[src/rtl/mult_div_unit.sv]
// rtl/mult_div_unit.sv - sequential 32-iteration MULT/MULTU/DIV/DIVU unit owning HI/LO
module mult_div_unit #(
    parameter int WIDTH = 32
) (
    input  logic             clk,
    input  logic             reset,
    input  logic             start_i,
    input  logic [1:0]       md_op_i,
    input  logic [WIDTH-1:0] a_i,
    input  logic [WIDTH-1:0] b_i,
    input  logic             wr_hi_i,
    input  logic             wr_lo_i,
    output logic             busy_o,
    output logic             done_o,
    output logic             div_zero_o,
    output logic [WIDTH-1:0] hi_o,
    output logic [WIDTH-1:0] lo_o
);
    localparam int CW = $clog2(WIDTH);
    localparam logic [1:0] S_IDLE = 2'd0;
    localparam logic [1:0] S_BUSY = 2'd1;
    localparam logic [1:0] S_DONE = 2'd2;
    localparam logic [CW-1:0] LAST = CW'(WIDTH - 1);

    logic [1:0]         state_q, state_d;
    logic [CW-1:0]      count_q, count_d;
    logic [2*WIDTH-1:0] acc_q, acc_d;
    logic [WIDTH-1:0]   opnd_q, opnd_d;
    logic               is_div_q, is_div_d;
    logic               neg_res_q, neg_res_d;
    logic               neg_rem_q, neg_rem_d;
    logic               done_q, done_d;
    logic               div_zero_q, div_zero_d;
    logic [WIDTH-1:0]   hi_q, hi_d;
    logic [WIDTH-1:0]   lo_q, lo_d;

    logic               op_signed, op_div;
    logic [WIDTH-1:0]   mag_a, mag_b;
    logic [WIDTH:0]     mul_sum;
    logic [2*WIDTH-1:0] mul_next, div_next, prod_fix;
    logic [WIDTH:0]     div_cand, div_diff;
    logic               q_bit;
    logic [WIDTH-1:0]   rem_new, quo, rem;

    always_comb begin
        op_signed = md_op_i[0];
        op_div    = md_op_i[1];
        mag_a     = (op_signed && a_i[WIDTH-1]) ? -a_i : a_i;
        mag_b     = (op_signed && b_i[WIDTH-1]) ? -b_i : b_i;

        // Shift-add: low half holds the remaining multiplier bits.
        mul_sum  = {1'b0, acc_q[2*WIDTH-1:WIDTH]} + (acc_q[0] ? {1'b0, opnd_q} : '0);
        mul_next = {mul_sum, acc_q[WIDTH-1:1]};

        // Restoring divide: upper half is the partial remainder.
        div_cand = acc_q[2*WIDTH-1:WIDTH-1];
        div_diff = div_cand - {1'b0, opnd_q};
        q_bit    = ~div_diff[WIDTH];
        rem_new  = q_bit ? div_diff[WIDTH-1:0] : div_cand[WIDTH-1:0];
        div_next = {rem_new, acc_q[WIDTH-2:0], q_bit};

        prod_fix = neg_res_q ? -acc_q : acc_q;
        quo      = neg_res_q ? -acc_q[WIDTH-1:0] : acc_q[WIDTH-1:0];
        rem      = neg_rem_q ? -acc_q[2*WIDTH-1:WIDTH] : acc_q[2*WIDTH-1:WIDTH];
    end

    always_comb begin
        state_d    = state_q;
        count_d    = count_q;
        acc_d      = acc_q;
        opnd_d     = opnd_q;
        is_div_d   = is_div_q;
        neg_res_d  = neg_res_q;
        neg_rem_d  = neg_rem_q;
        done_d     = 1'b0;
        div_zero_d = div_zero_q;
        hi_d       = hi_q;
        lo_d       = lo_q;
        case (state_q)
            S_IDLE: begin
                if (start_i) begin
                    state_d    = S_BUSY;
                    count_d    = '0;
                    is_div_d   = op_div;
                    opnd_d     = op_div ? mag_b : mag_a;
                    acc_d      = {{WIDTH{1'b0}}, (op_div ? mag_a : mag_b)};
                    neg_res_d  = op_signed && (a_i[WIDTH-1] ^ b_i[WIDTH-1]);
                    neg_rem_d  = op_signed && a_i[WIDTH-1];
                    div_zero_d = 1'b0;
                end else begin
                    if (wr_hi_i) hi_d = a_i;
                    if (wr_lo_i) lo_d = a_i;
                end
            end
            S_BUSY: begin
                acc_d   = is_div_q ? div_next : mul_next;
                count_d = count_q + CW'(1);
                if (count_q == LAST) state_d = S_DONE;
            end
            S_DONE: begin
                state_d    = S_IDLE;
                done_d     = 1'b1;
                div_zero_d = is_div_q && (opnd_q == '0);
                if (is_div_q) begin
                    hi_d = rem;
                    lo_d = quo;
                end else begin
                    hi_d = prod_fix[2*WIDTH-1:WIDTH];
                    lo_d = prod_fix[WIDTH-1:0];
                end
            end
            default: state_d = S_IDLE;
        endcase
    end

    always_ff @(posedge clk or posedge reset) begin
        if (reset) begin
            state_q    <= S_IDLE;
            count_q    <= '0;
            acc_q      <= '0;
            opnd_q     <= '0;
            is_div_q   <= 1'b0;
            neg_res_q  <= 1'b0;
            neg_rem_q  <= 1'b0;
            done_q     <= 1'b0;
            div_zero_q <= 1'b0;
            hi_q       <= '0;
            lo_q       <= '0;
        end else begin
            state_q    <= state_d;
            count_q    <= count_d;
            acc_q      <= acc_d;
            opnd_q     <= opnd_d;
            is_div_q   <= is_div_d;
            neg_res_q  <= neg_res_d;
            neg_rem_q  <= neg_rem_d;
            done_q     <= done_d;
            div_zero_q <= div_zero_d;
            hi_q       <= hi_d;
            lo_q       <= lo_d;
        end
    end

    assign busy_o     = (state_q == S_BUSY);
    assign done_o     = done_q;
    assign div_zero_o = div_zero_q;
    assign hi_o       = hi_q;
    assign lo_o       = lo_q;
endmodule

[config.mk]
export PLATFORM = sky130hd
export DESIGN_NAME = mult_div_unit
export DESIGN_NICKNAME = d
export VERILOG_FILES = /design/src/rtl/mult_div_unit.sv
export SDC_FILE = /design/constraint.sdc
export NUM_CORES = 1
export LEC_CHECK = 0
export BUFFER_PORTS_ARGS = -buffer_cell sky130_fd_sc_hd__buf_2
export CAP_MARGIN = 0
export CORE_MARGIN = 1
export CORE_UTILIZATION = 50
export CTS_CLUSTER_SIZE = 40
export DETAILED_ROUTE_END_ITERATION = 10
export PLACE_DENSITY = 0.69
export SETUP_SLACK_MARGIN = 0.4
export SYNTH_ARGS = -nofsm -noshare
export SYNTH_HDL_FRONTEND = slang
export SYNTH_SLANG_ARGS = --single-unit
[constraint.sdc]
create_clock -name clk -period 6.85 [get_ports clk]
set_clock_uncertainty 0.2 [all_clocks]
set_input_delay 0.685 -clock clk [delete_from_list [all_inputs] [get_ports clk]]
set_output_delay 0.685 -clock clk [all_outputs]
set_load 0.005 [all_outputs]
==> Word-level counts from Yosys, hierarchy flattened <==
Cells that the tools add are included.
{ "word_totals": {"register_bits": 172, "latch_bits": 0, "ramBits": 0, "rom_bits": 0, "out_inout_bits": 67, "word_cells": 71, "memories": 0} }
{ "op_classes": {"add_sub_neg": 8, "multipliers": 0, "n_div": 0, "n_lt_le_gt_ge": 0, "eq_ne": 8, "shift": 0, "n_mux": 28, "n_bitwise": 2, "reduce_logical": 14} }
{ "op_table": {"columns": ["op", "count"], "rows": [
  ["32-bit 2-to-1 mux", 14],
  ["64-bit 2-to-1 mux", 3],
  ["32-bit negator", 4],
  ["32-bit case mux with 2 select lines", 2],
  ["64-bit case mux with 2 select lines", 1],
  ["64-bit negator", 1],
  ["32-bit by 32-bit adder with 33-bit output", 1],
  ["33-bit by 32-bit subtractor with 33-bit output", 1],
  ["32-bit zero test", 1],
  ["5-bit case mux with 2 select lines", 1],
  ["2-bit != test (second input constant)", 4],
  ["2-bit AND reduction", 4],
  ["3-bit AND reduction", 2],
  ["5-bit by 1-bit adder with 5-bit output (second input constant)", 1],
  ["5-bit == test (second input constant)", 1],
  ["5-bit 2-to-1 mux", 1],
  ["1-bit logical AND", 4],
  ["2-bit 2-to-1 mux", 2],
  ["2-bit case mux with 2 select lines", 1],
  ["2-bit nonzero test", 2],
  ["2-bit by 1-bit == test with 1-bit output (second input constant)", 1],
  ["2-bit == test (second input constant)", 1],
  ["2-bit zero test", 1],
  ["1-bit 2-to-1 mux", 2],
  ["other kinds (4)", 4]
]} }

==> Longest topological paths before layout <==
Gate-level depths: netlist of run 1.
{ "depth": {"word_depth": 5, "mapped_depth": 14} }

==> Least setup slack after synthesis of run 1 <==
Ideal clock, no wire load.
{ "synth_timing": {"kind": "register -> register", "start": "register acc_q[0]", "end": "register acc_q[61]", "t_arrival_ns": 3.187, "t_required_ns": 6.524, "path_slack_ns": 3.336, "stages_incl_launch_ff": 15, "path_buffers": 1, "synth_period_minus_slack_ns": 3.514, "path_cell_list": "dfrtp_1 inv_1 clkbuf_1 nor2_1 ha_1 o21a_1 o31a_1 o221ai_1 a31oi_1 o211ai_1 a2111oi_0 a221oi_1 xor2_1 o21ai_0 a311o_1"} }
{ "synth_between": {"elab_chain_cells": 4} }
{ "synth_lines": {"columns": ["element", "line", "rtl"], "rows": [
  ["start, declared", "27", "logic [2*WIDTH-1:0] acc_q, acc_d;"],
  ["start signal, assigned", "120", "acc_q <= '0;"],
  ["start signal, assigned", "132", "acc_q <= acc_d;"],
  ["32-bit 2-to-1 mux", "52", "mul_sum = {1'b0, acc_q[2*WIDTH-1:WIDTH]} + (acc_q[0] ? {1'b0, opnd_q} : '0);"],
  ["32-bit by 32-bit adder with 33-bit output", "52", null],
  ["64-bit 2-to-1 mux", "96", "acc_d = is_div_q ? div_next : mul_next;"],
  ["64-bit case mux with 2 select lines", "79", "case (state_q)"]
]} }
No other way between the ends.
A chain may end at the register's enable or synchronous reset.

==> Worst setup path in the final report of run 1 <==
Ends and elaborated chain as after synthesis.

==> flow_summary.toml, run 1 <==
[timing]
timing.setup.tns_ps = 0
finalCritPeriodShare = 0.679
hold_viol = 0
hold_slack_ps = 97.0
slew_headroom = 0.180
worst_pin_slew_ps = 1230
rsz0062_at_grt = "false"
maxSlewViolCount = 0
timing.fmax_ghz = 0.215
setup_viol = 0
period_needed_ps = 4650

[layout]
drive_above_1_share = 0.110
design_area_um2 = 16200
layout_commonest_cell = "nand2_1"
num_antenna_cells = 0
fin_nets = 2093
syn_to_final_growth_pct = 10.2
mostFrequentLayoutCells = "nand2_1, nor2_1, o21ai_0"

[worst_setup_path]
crit_chain = "inv_1, nor2_1, ha_1, nor2b_1, o31a_1, o221ai_1, a31oi_1, o211ai_1, a2111oi_0, a221oi_1, xor2_1, o21ai_0, a311o_1"
critPathBufInv = 1
rr_worst_depth = 13
slowest_stage = "a2111oi_0"
path_class = "flip-flop to flip-flop"
timing.rr.end = "acc_q[61]$_DFFE_PP0P_"
end_kind = "flip-flop"
critPathArrivalTime_ps = 4800
crit_family = "compound AO/OA/AOI/OAI gates"
reg2reg_from = "acc_q[0]$_DFFE_PP0P_"
r2r_slack_ps = 2200
critPathMaxFanout = 18
crit_required_ps = 6990
cp-start-kind = "flip-flop"
max_stage_delay_ps = 920

[placement]
dpl.hpwl_um = 39300
dpl_cell_area_um2 = 15600
gp_congestion = 0.972
io_buffers = 137

[clock_network]
cts_resized = 0
cts-root-buf = "clkbuf_16"
cts.clk_slew.worst_paths_ps = 80
cts_hold_buf = 0
worstSkewPairLatency_ps = 460
cts_tree = "yes"
h-tree-depth = 4
clock-sinks = 172
cts_buffers = 17
postCtsSetupBuffers = 0
clk_path_buf_depth = 2

[detailed_routing]
postRouteAntennaNets = 0
drt_pass1_iterations = 5
drt_wl_total_um = 52200
viasPerCell = 6.32
wl_per_cell_um = 22.2
drc = 0
drt-initial-drc-count = 1770
num_vias = 14800

[grt]
busiest_layer = "met2"
grt_pass1_vias = 13400
grt_pass1_wl_um = 79800
antenna_found_initial = 0
met3_usage = 0.0757
gr-total-overflow = 0
grt_usage = 0.345
use_met2 = 0.504
grt_max_degree = 109
grt_use_met1 = 0.493

[synth]
synth-simple-area-share = 0.190
synth_cells = 1890
synth_seq_cells = 172
synthMuxAreaShare = 0.0389
syn_area_um2 = 14700
synth_xor_area_frac = 0.0988
ys_types = 78
synthesis.nets = 2033
yosysSeqAreaShare = 0.293
synth-edff-count = 0
synthAdderAreaFrac = 0.0623
post_synth.cell_area_avg_um2 = 7.78
ys_warn_count = 0
synth-compound-area-share = 0.271
ys.flop_type = "dfrtp_1"
synth_top_family_by_area = "compound AO/OA/AOI/OAI gates"
synthArstFlopShare = 1.00

[worst_hold_path]
min_path_type = "input pin to asynchronous set/reset pin"

[pwr]
p_leak_nw = 7.13
vdd_drop_max_uv = 323
p_per_area_nw_per_um2 = 559

[status]
outcome = "completed"

[floorplan]
rows = 62
initial_core_util = 0.510
fp.dieH_um = 174
fp.dieW_um = 174
io_pins = 138
die-area_um2 = 30100
core_area_um2 = 28900

[run]
maxCapViolations = 0
[metrics by stage]
stage	util	power [W]	instances	worst slack, ps
global route	0.562	0.00970	2347	1990
CTS	0.562	0.00891	2347	2260
detailed placement	0.541	0.00787	2315	2310
finish	0.562	0.00905	2347	2200
floorplan	-	0.00622	1890	1300
global placement	0.541	0.00778	2315	2420
[worst max path at each step]
stage                         start                     to  slack [ps]  cells after the start
6_report       acc_q[0]$_DFFE_PP0P_  acc_q[61]$_DFFE_PP0P_        2200                     13
5_1_grt        acc_q[0]$_DFFE_PP0P_  acc_q[61]$_DFFE_PP0P_        1990                     13
4_1_cts        acc_q[0]$_DFFE_PP0P_  acc_q[61]$_DFFE_PP0P_        2260                     13
3_5_place_dp   acc_q[0]$_DFFE_PP0P_  acc_q[61]$_DFFE_PP0P_        2310                     13
3_3_place_gp   acc_q[0]$_DFFE_PP0P_  acc_q[61]$_DFFE_PP0P_        2420                     13
2_1_floorplan                 reset   acc_q[0]$_DFFE_PP0P_        1300                      1
[metal layers]
layer  up-vias  wire length [um]
li1       6948                 -
met1      7038             23100
met2       752             22000
met3        96              5190
met4         0              1830
met5         -                 0
[synth_stat cells, drive strengths merged (5+ instances only)]
| library cell | instances | area (um2) |
|---|---|---|
| nand2 | 209 | 785 |
| nor2 | 191 | 717 |
| o21ai | 187 | 936 |
| dfrtp | 172 | 4300 |
| a21oi | 166 | 831 |
| clkbuf | 98 | 370 |
| xnor2 | 89 | 780 |
| xor2 | 77 | 674 |
| ha | 70 | 876 |
| inv | 69 | 259 |
| a211oi | 61 | 458 |
| mux2i | 56 | 561 |
| a21o | 38 | 285 |
| nor3 | 37 | 185 |
| o31ai | 30 | 239 |
| a31oi | 29 | 181 |
| o211ai | 26 | 195 |
| nand3 | 25 | 125 |
| nor4 | 24 | 165 |
| a22oi | 21 | 158 |
| nor2b | 20 | 125 |
| nand2b | 19 | 126 |
| or3 | 16 | 100 |
| buf | 13 | 55.1 |
| nand4 | 12 | 75.1 |
| o41ai | 12 | 131 |
| or4 | 12 | 101 |
| o21bai | 10 | 75.1 |
| nand3b | 8 | 60.1 |
| and2 | 7 | 46.3 |
| o21a | 7 | 52.6 |
| o221ai | 7 | 61.3 |
| or2 | 7 | 43.8 |
| o22ai | 6 | 37.5 |
| a21boi | 5 | 37.5 |
| and3 | 5 | 31.3 |
[sequential cells by signal (all words and copies together), names as in the netlist]
register / count
hi_o: 32
acc_q: 64
opnd_q: 32
lo_o: 32
state_q: 2
is_div_q: 1
div_zero_o: 1
count_q: 5
done_o: 1
neg_res_q: 1
neg_rem_q: 1
[where the power goes]
group	internal, W	switching (W)
Clock	0.000492	0.000520
Sequential	0.00152	0.000762
Combinational	0.00236	0.00340
[kinds of logic after synthesis]
| logic type | Yosys count |
|---|---|
| and+or+nand+nor | 605 |
| DFF | 172 |
| adders and majority gates | 72 |
| buffers and inverters | 181 |
| AOI/OAI and AO/OA | 637 |
| muxes | 57 |
| xor gates and xnor gates | 166 |
[final cells by class]
cell class	instances	area, um2
Fill cell	2743	12600
Multi-Input combinational cell	1537	9750
Sequential cell	172	4310
Timing Repair Buffer	152	801
Tap cell	384	480
Clock buffer	17	425
Inverter	70	268
Clock inverter	15	178
(Power assumes the default switching activity.)
==> inputs of run 2 (changes only) <==
- clock period: 6.85 -> 4.79 ns (I/O delays scaled with it)
==> flow_summary.toml, run 2 (same netlist as run 1, synthesis figures left out) <==
[layout]
largest_reg_flops = 64
drive_above_1_share = 0.117
layout_commonest_cell = "nand2_1"
num_antenna_cells = 0
fin_nets = 2109
top_register = "acc_q"
syn_to_final_growth_pct = 11.2
fillCellCount = 2752
regArea_um2 = 4310
multi_input_area_um2 = 9760
mostFrequentLayoutCells = "nand2_1, nor2_1, o21ai_0"

[placement]
dpl.hpwl_um = 39600
io_buffers = 137
gp_congestion = 0.947
dpl_worst_slack_ps = 572

[worst_setup_path]
crit_family = "simple AND/OR/NAND/NOR gates"
critPathBufInv = 1
cp-start-kind = "flip-flop"
critPathMaxFanout = 11
max_stage_delay_ps = 510
end_kind = "flip-flop"
path_class = "flip-flop to flip-flop"
crit_required_ps = 4950
r2r_slack_ps = 690
crit_chain = "inv_1, ha_1, nand2b_1, or4_1, or3_1, nor4_4, a21oi_1, o41ai_1, xnor2_1, nor2_1, o31ai_1"
slowest_stage = "o41ai_1"
critPathArrivalTime_ps = 4260

[grt]
use_met2 = 0.506
gr-total-overflow = 0
grt_usage = 0.347
grt_pass1_vias = 13600
grt_max_degree = 173
met3_usage = 0.0748
grt_use_met1 = 0.499
busiest_layer = "met2"
grt_pass1_wl_um = 79900
antenna_found_initial = 0

[floorplan]
fp.dieW_um = 174
core_area_um2 = 28900
initial_core_util = 0.510
io_pins = 138
fp.dieH_um = 174
rows = 62
die-area_um2 = 30100

[detailed_routing]
drc = 0
postRouteAntennaNets = 0
drt_wl_total_um = 52200
viasPerCell = 6.33
wl_per_cell_um = 22.1
drt_pass1_iterations = 6
num_vias = 15000
drt-initial-drc-count = 1771

[clock_network]
cts_tree = "yes"
worstSkewPairLatency_ps = 460
cts_buffers = 17
cts-root-buf = "clkbuf_16"
clock-sinks = 172
h-tree-depth = 4
postCtsSetupBuffers = 0
clk_path_buf_depth = 2
cts.clk_slew.worst_paths_ps = 90

[timing]
worst_pin_slew_ps = 1030
maxSlewViolCount = 0
period_needed_ps = 4100
rsz0062_at_grt = "false"
finalCritPeriodShare = 0.857
timing.setup.tns_ps = 0
hold_viol = 0
finalWorstSetupSlack_ps = 687
timing.fmax_ghz = 0.244
slew_headroom = 0.315
setup_viol = 0

[pwr]
power_w = 0.0131
p_leak_nw = 7.21
vdd_drop_max_uv = 418
p_per_area_nw_per_um2 = 801

[status]
outcome = "completed"

[worst_hold_path]
min_path_type = "input pin to asynchronous set/reset pin"

[run]
maxCapViolations = 0
run 2: metrics by stage:
stage	hold slack, ps	utilization	cells	area [um2]
finish	53.3	0.567	2363	16400
global route	186	0.567	2363	16400
CTS	158	0.567	2363	16400
detailed placement	261	0.546	2331	15700
global placement	257	0.546	2331	15700
floorplan	250	-	1890	14700
run 2: cell type report:
class | instances | area share
multi-input cells | 1537 | 0.596
flip-flops and latches | 172 | 0.263
repair buffers | 168 | 0.0578
well taps | 384 | 0.0294
clock buffers | 17 | 0.0260
inverters | 70 | 0.0163
clock inverters | 15 | 0.0113
run 2: worst paths after layout:
path | startpoint | to | cells past startpoint
worst min register to register | lo_o[17]$_DFFE_PP0P_ | lo_o[17]$_DFFE_PP0P_ | 2
worst max register to register | acc_q[0]$_DFFE_PP0P_ | hi_o[12]$_DFFE_PP0P_ | 11
max in group asynchronous | reset | is_div_q$_DFFE_PP0P_ | 3
worst min-delay path | reset | acc_q[55]$_DFFE_PP0P_ | 3
min in group clk | md_op_i[0] | neg_res_q$_DFFE_PP0P_ | 3
worst max-delay path | acc_q[0]$_DFFE_PP0P_ | hi_o[12]$_DFFE_PP0P_ | 11
run 2: worst register-to-register path: cells and delay by family (launching register included):
family	cells	cell delay, ps
AOI/OAI and AO/OA	3	1060
xor gates and xnor gates	1	170
adders and majority gates	1	250
buffers and inverters	1	360
DFF	1	480
and+or+nand+nor	5	1500
run 2: report_power, final:
group | switching, W | total, W | leakage, nW | internal, W
sequential | 0.00102 | 0.00320 | 2.08 | 0.00218
combinational | 0.00496 | 0.00844 | 4.84 | 0.00348
clock | 0.000761 | 0.00147 | 0.293 | 0.000712
run 2: repair_timing:
item | in CTS | in global routing
setup endpoints to repair | 0 | 2
endpoints found under the hold margin | 0 | 0
hold buffers | 0 | 0
gates resized for setup | 0 | 2
run 2: layer usage:
layer	vias up	routed length [um]
met2	794	22100
met1	7111	22800
li1	6981	-
met5	-	0
met3	83	5490
met4	0	1830
==> inputs of run 3 (changes only) <==
- CORE_ASPECT_RATIO: unset -> 1.2
==> flow_summary.toml, run 3 (same netlist as run 1, synthesis figures left out) <==
[status]
outcome = "complete, but fails checks"
violations = "negative hold slack"

[timing]
period_needed_ps = 4140
hold_viol = 7
finalWorstSetupSlack_ps = 647
timing.setup.tns_ps = 0
rsz0062_at_grt = "false"
worst_pin_slew_ps = 1090
finalCritPeriodShare = 0.865
timing.fmax_ghz = 0.241
maxSlewViolCount = 0
slew_headroom = 0.269
setup_viol = 0
hold_slack_ps = -25.6

[detailed_routing]
drc = 0
drt_wl_total_um = 52200
num_vias = 14900
drt-initial-drc-count = 1368
wl_per_cell_um = 22.1
postRouteAntennaNets = 0
drt_pass1_iterations = 6
viasPerCell = 6.29

[floorplan]
initial_core_util = 0.510
rows = 68
fp.dieW_um = 159
core_area_um2 = 28800
io_pins = 138
die-area_um2 = 30100
fp.dieH_um = 190

[worst_setup_path]
cp-start-kind = "flip-flop"
path_class = "flip-flop to flip-flop"
critPathArrivalTime_ps = 4280
crit_required_ps = 4920
critPathMaxFanout = 10
end_kind = "flip-flop"

[placement]
dpl_worst_slack_ps = 656
gp_congestion = 1.01
dpl.hpwl_um = 40200
io_buffers = 137

[pwr]
power_w = 0.0129
p_leak_nw = 7.20
vdd_drop_max_uv = 392
p_per_area_nw_per_um2 = 793

[grt]
grt_pass1_wl_um = 79400
busiest_layer = "met2"
grt_max_degree = 122
grt_usage = 0.349
met3_usage = 0.0556
use_met2 = 0.571
grt_use_met1 = 0.437
grt_pass1_vias = 13700
gr-total-overflow = 0
antenna_found_initial = 1

[layout]
final_util = 0.566
syn_to_final_growth_pct = 10.9
fillCellCount = 2742
layout_commonest_cell = "nand2_1"
largest_reg_flops = 64
drive_above_1_share = 0.116
mostFrequentLayoutCells = "nand2_1, nor2_1, o21ai_0"
top_register = "acc_q"
fin_nets = 2106

[clock_network]
postCtsSetupBuffers = 0
clock-sinks = 172
cts_hold_buf = 0
h-tree-depth = 4
cts-root-buf = "clkbuf_16"
worstSkewPairLatency_ps = 450
cts_tree = "yes"
cts_buffers = 17
cts.clk_slew.worst_paths_ps = 80
clk_path_buf_depth = 2

[run]
maxCapViolations = 0

[worst_hold_path]
min_path_type = "input pin to asynchronous set/reset pin"
==> run 3: cell count changes in the layout (fill, tap and decap cells not counted), moves of 2 or more <==
cell	previous run	this run
inv_6	2	6
buf_4	30	26
inv_8	4	6
clkinv_8	5	0
==> run 3: final timing paths <==
| kind | from | endpoint | slack, ps | depth (start not counted) |
|---|---|---|---|---|
| setup / recovery | acc_q[37]$_DFFE_PP0P_ | acc_q[61]$_DFFE_PP0P_ | 650 | 11 |
| max in group asynchronous | reset | is_div_q$_DFFE_PP0P_ | 3810 | 3 |
| hold reg to reg | lo_o[16]$_DFFE_PP0P_ | lo_o[16]$_DFFE_PP0P_ | 280 | 2 |
| min in group clk | md_op_i[0] | neg_res_q$_DFFE_PP0P_ | 130 | 3 |
| hold / removal | reset | hi_o[25]$_DFFE_PP0P_ | -30 | 3 |
| setup reg to reg | acc_q[37]$_DFFE_PP0P_ | acc_q[61]$_DFFE_PP0P_ | 650 | 11 |
==> run 3: power breakdown <==
group | total [W] | switching (W) | internal [W]
sequential | 0.00314 | 0.000963 | 0.00218
clock | 0.00141 | 0.000704 | 0.000711
combinational | 0.00839 | 0.00493 | 0.00346
==> run 3: cell type report <==
type / count / area, um2 / area share
timing repair buffer: 165 / 936 / 0.0573
tap: 385 / 482 / 0.0295
clock inverter: 14 / 136 / 0.00836
inverter: 70 / 267 / 0.0163
multi-input combinational: 1537 / 9760 / 0.598
clock buffer: 18 / 439 / 0.0269
antenna: 1 / 2.50 / 0.000153
sequential: 172 / 4310 / 0.264
==> run 3: metrics by stage <==
step / area (um2) / instances
global placement: 15700 / 2329
global route: 16300 / 2361
detailed placement: 15700 / 2329
floorplan: 14700 / 1890
finish: 16300 / 2362
CTS: 16300 / 2361
==> run 3: critical path: stages, from the launching register on <==
cell       delay, ps
dfrtp_1          560
ha_1             500
nand4_1          150
o21ai_0          220
a31oi_1           70
o21ai_1          190
a31oi_1          270
o31ai_4          450
a31oi_1          170
a2111oi_0        670
mux2i_1          180
a311o_1          390
==> run 3: per-layer routing <==
metal  part of all wire  vias up
li1                   -     6959
met1               0.40     7047
met2               0.47      680
met3              0.073      166
met4              0.059        0
met5                  0        -
==> run 3: what timing repair did <==
item                                    in CTS  in global routing
gates resized for setup                      0                  1
endpoints found under the hold margin        0                  0
endpoints found under the setup margin       0                 18
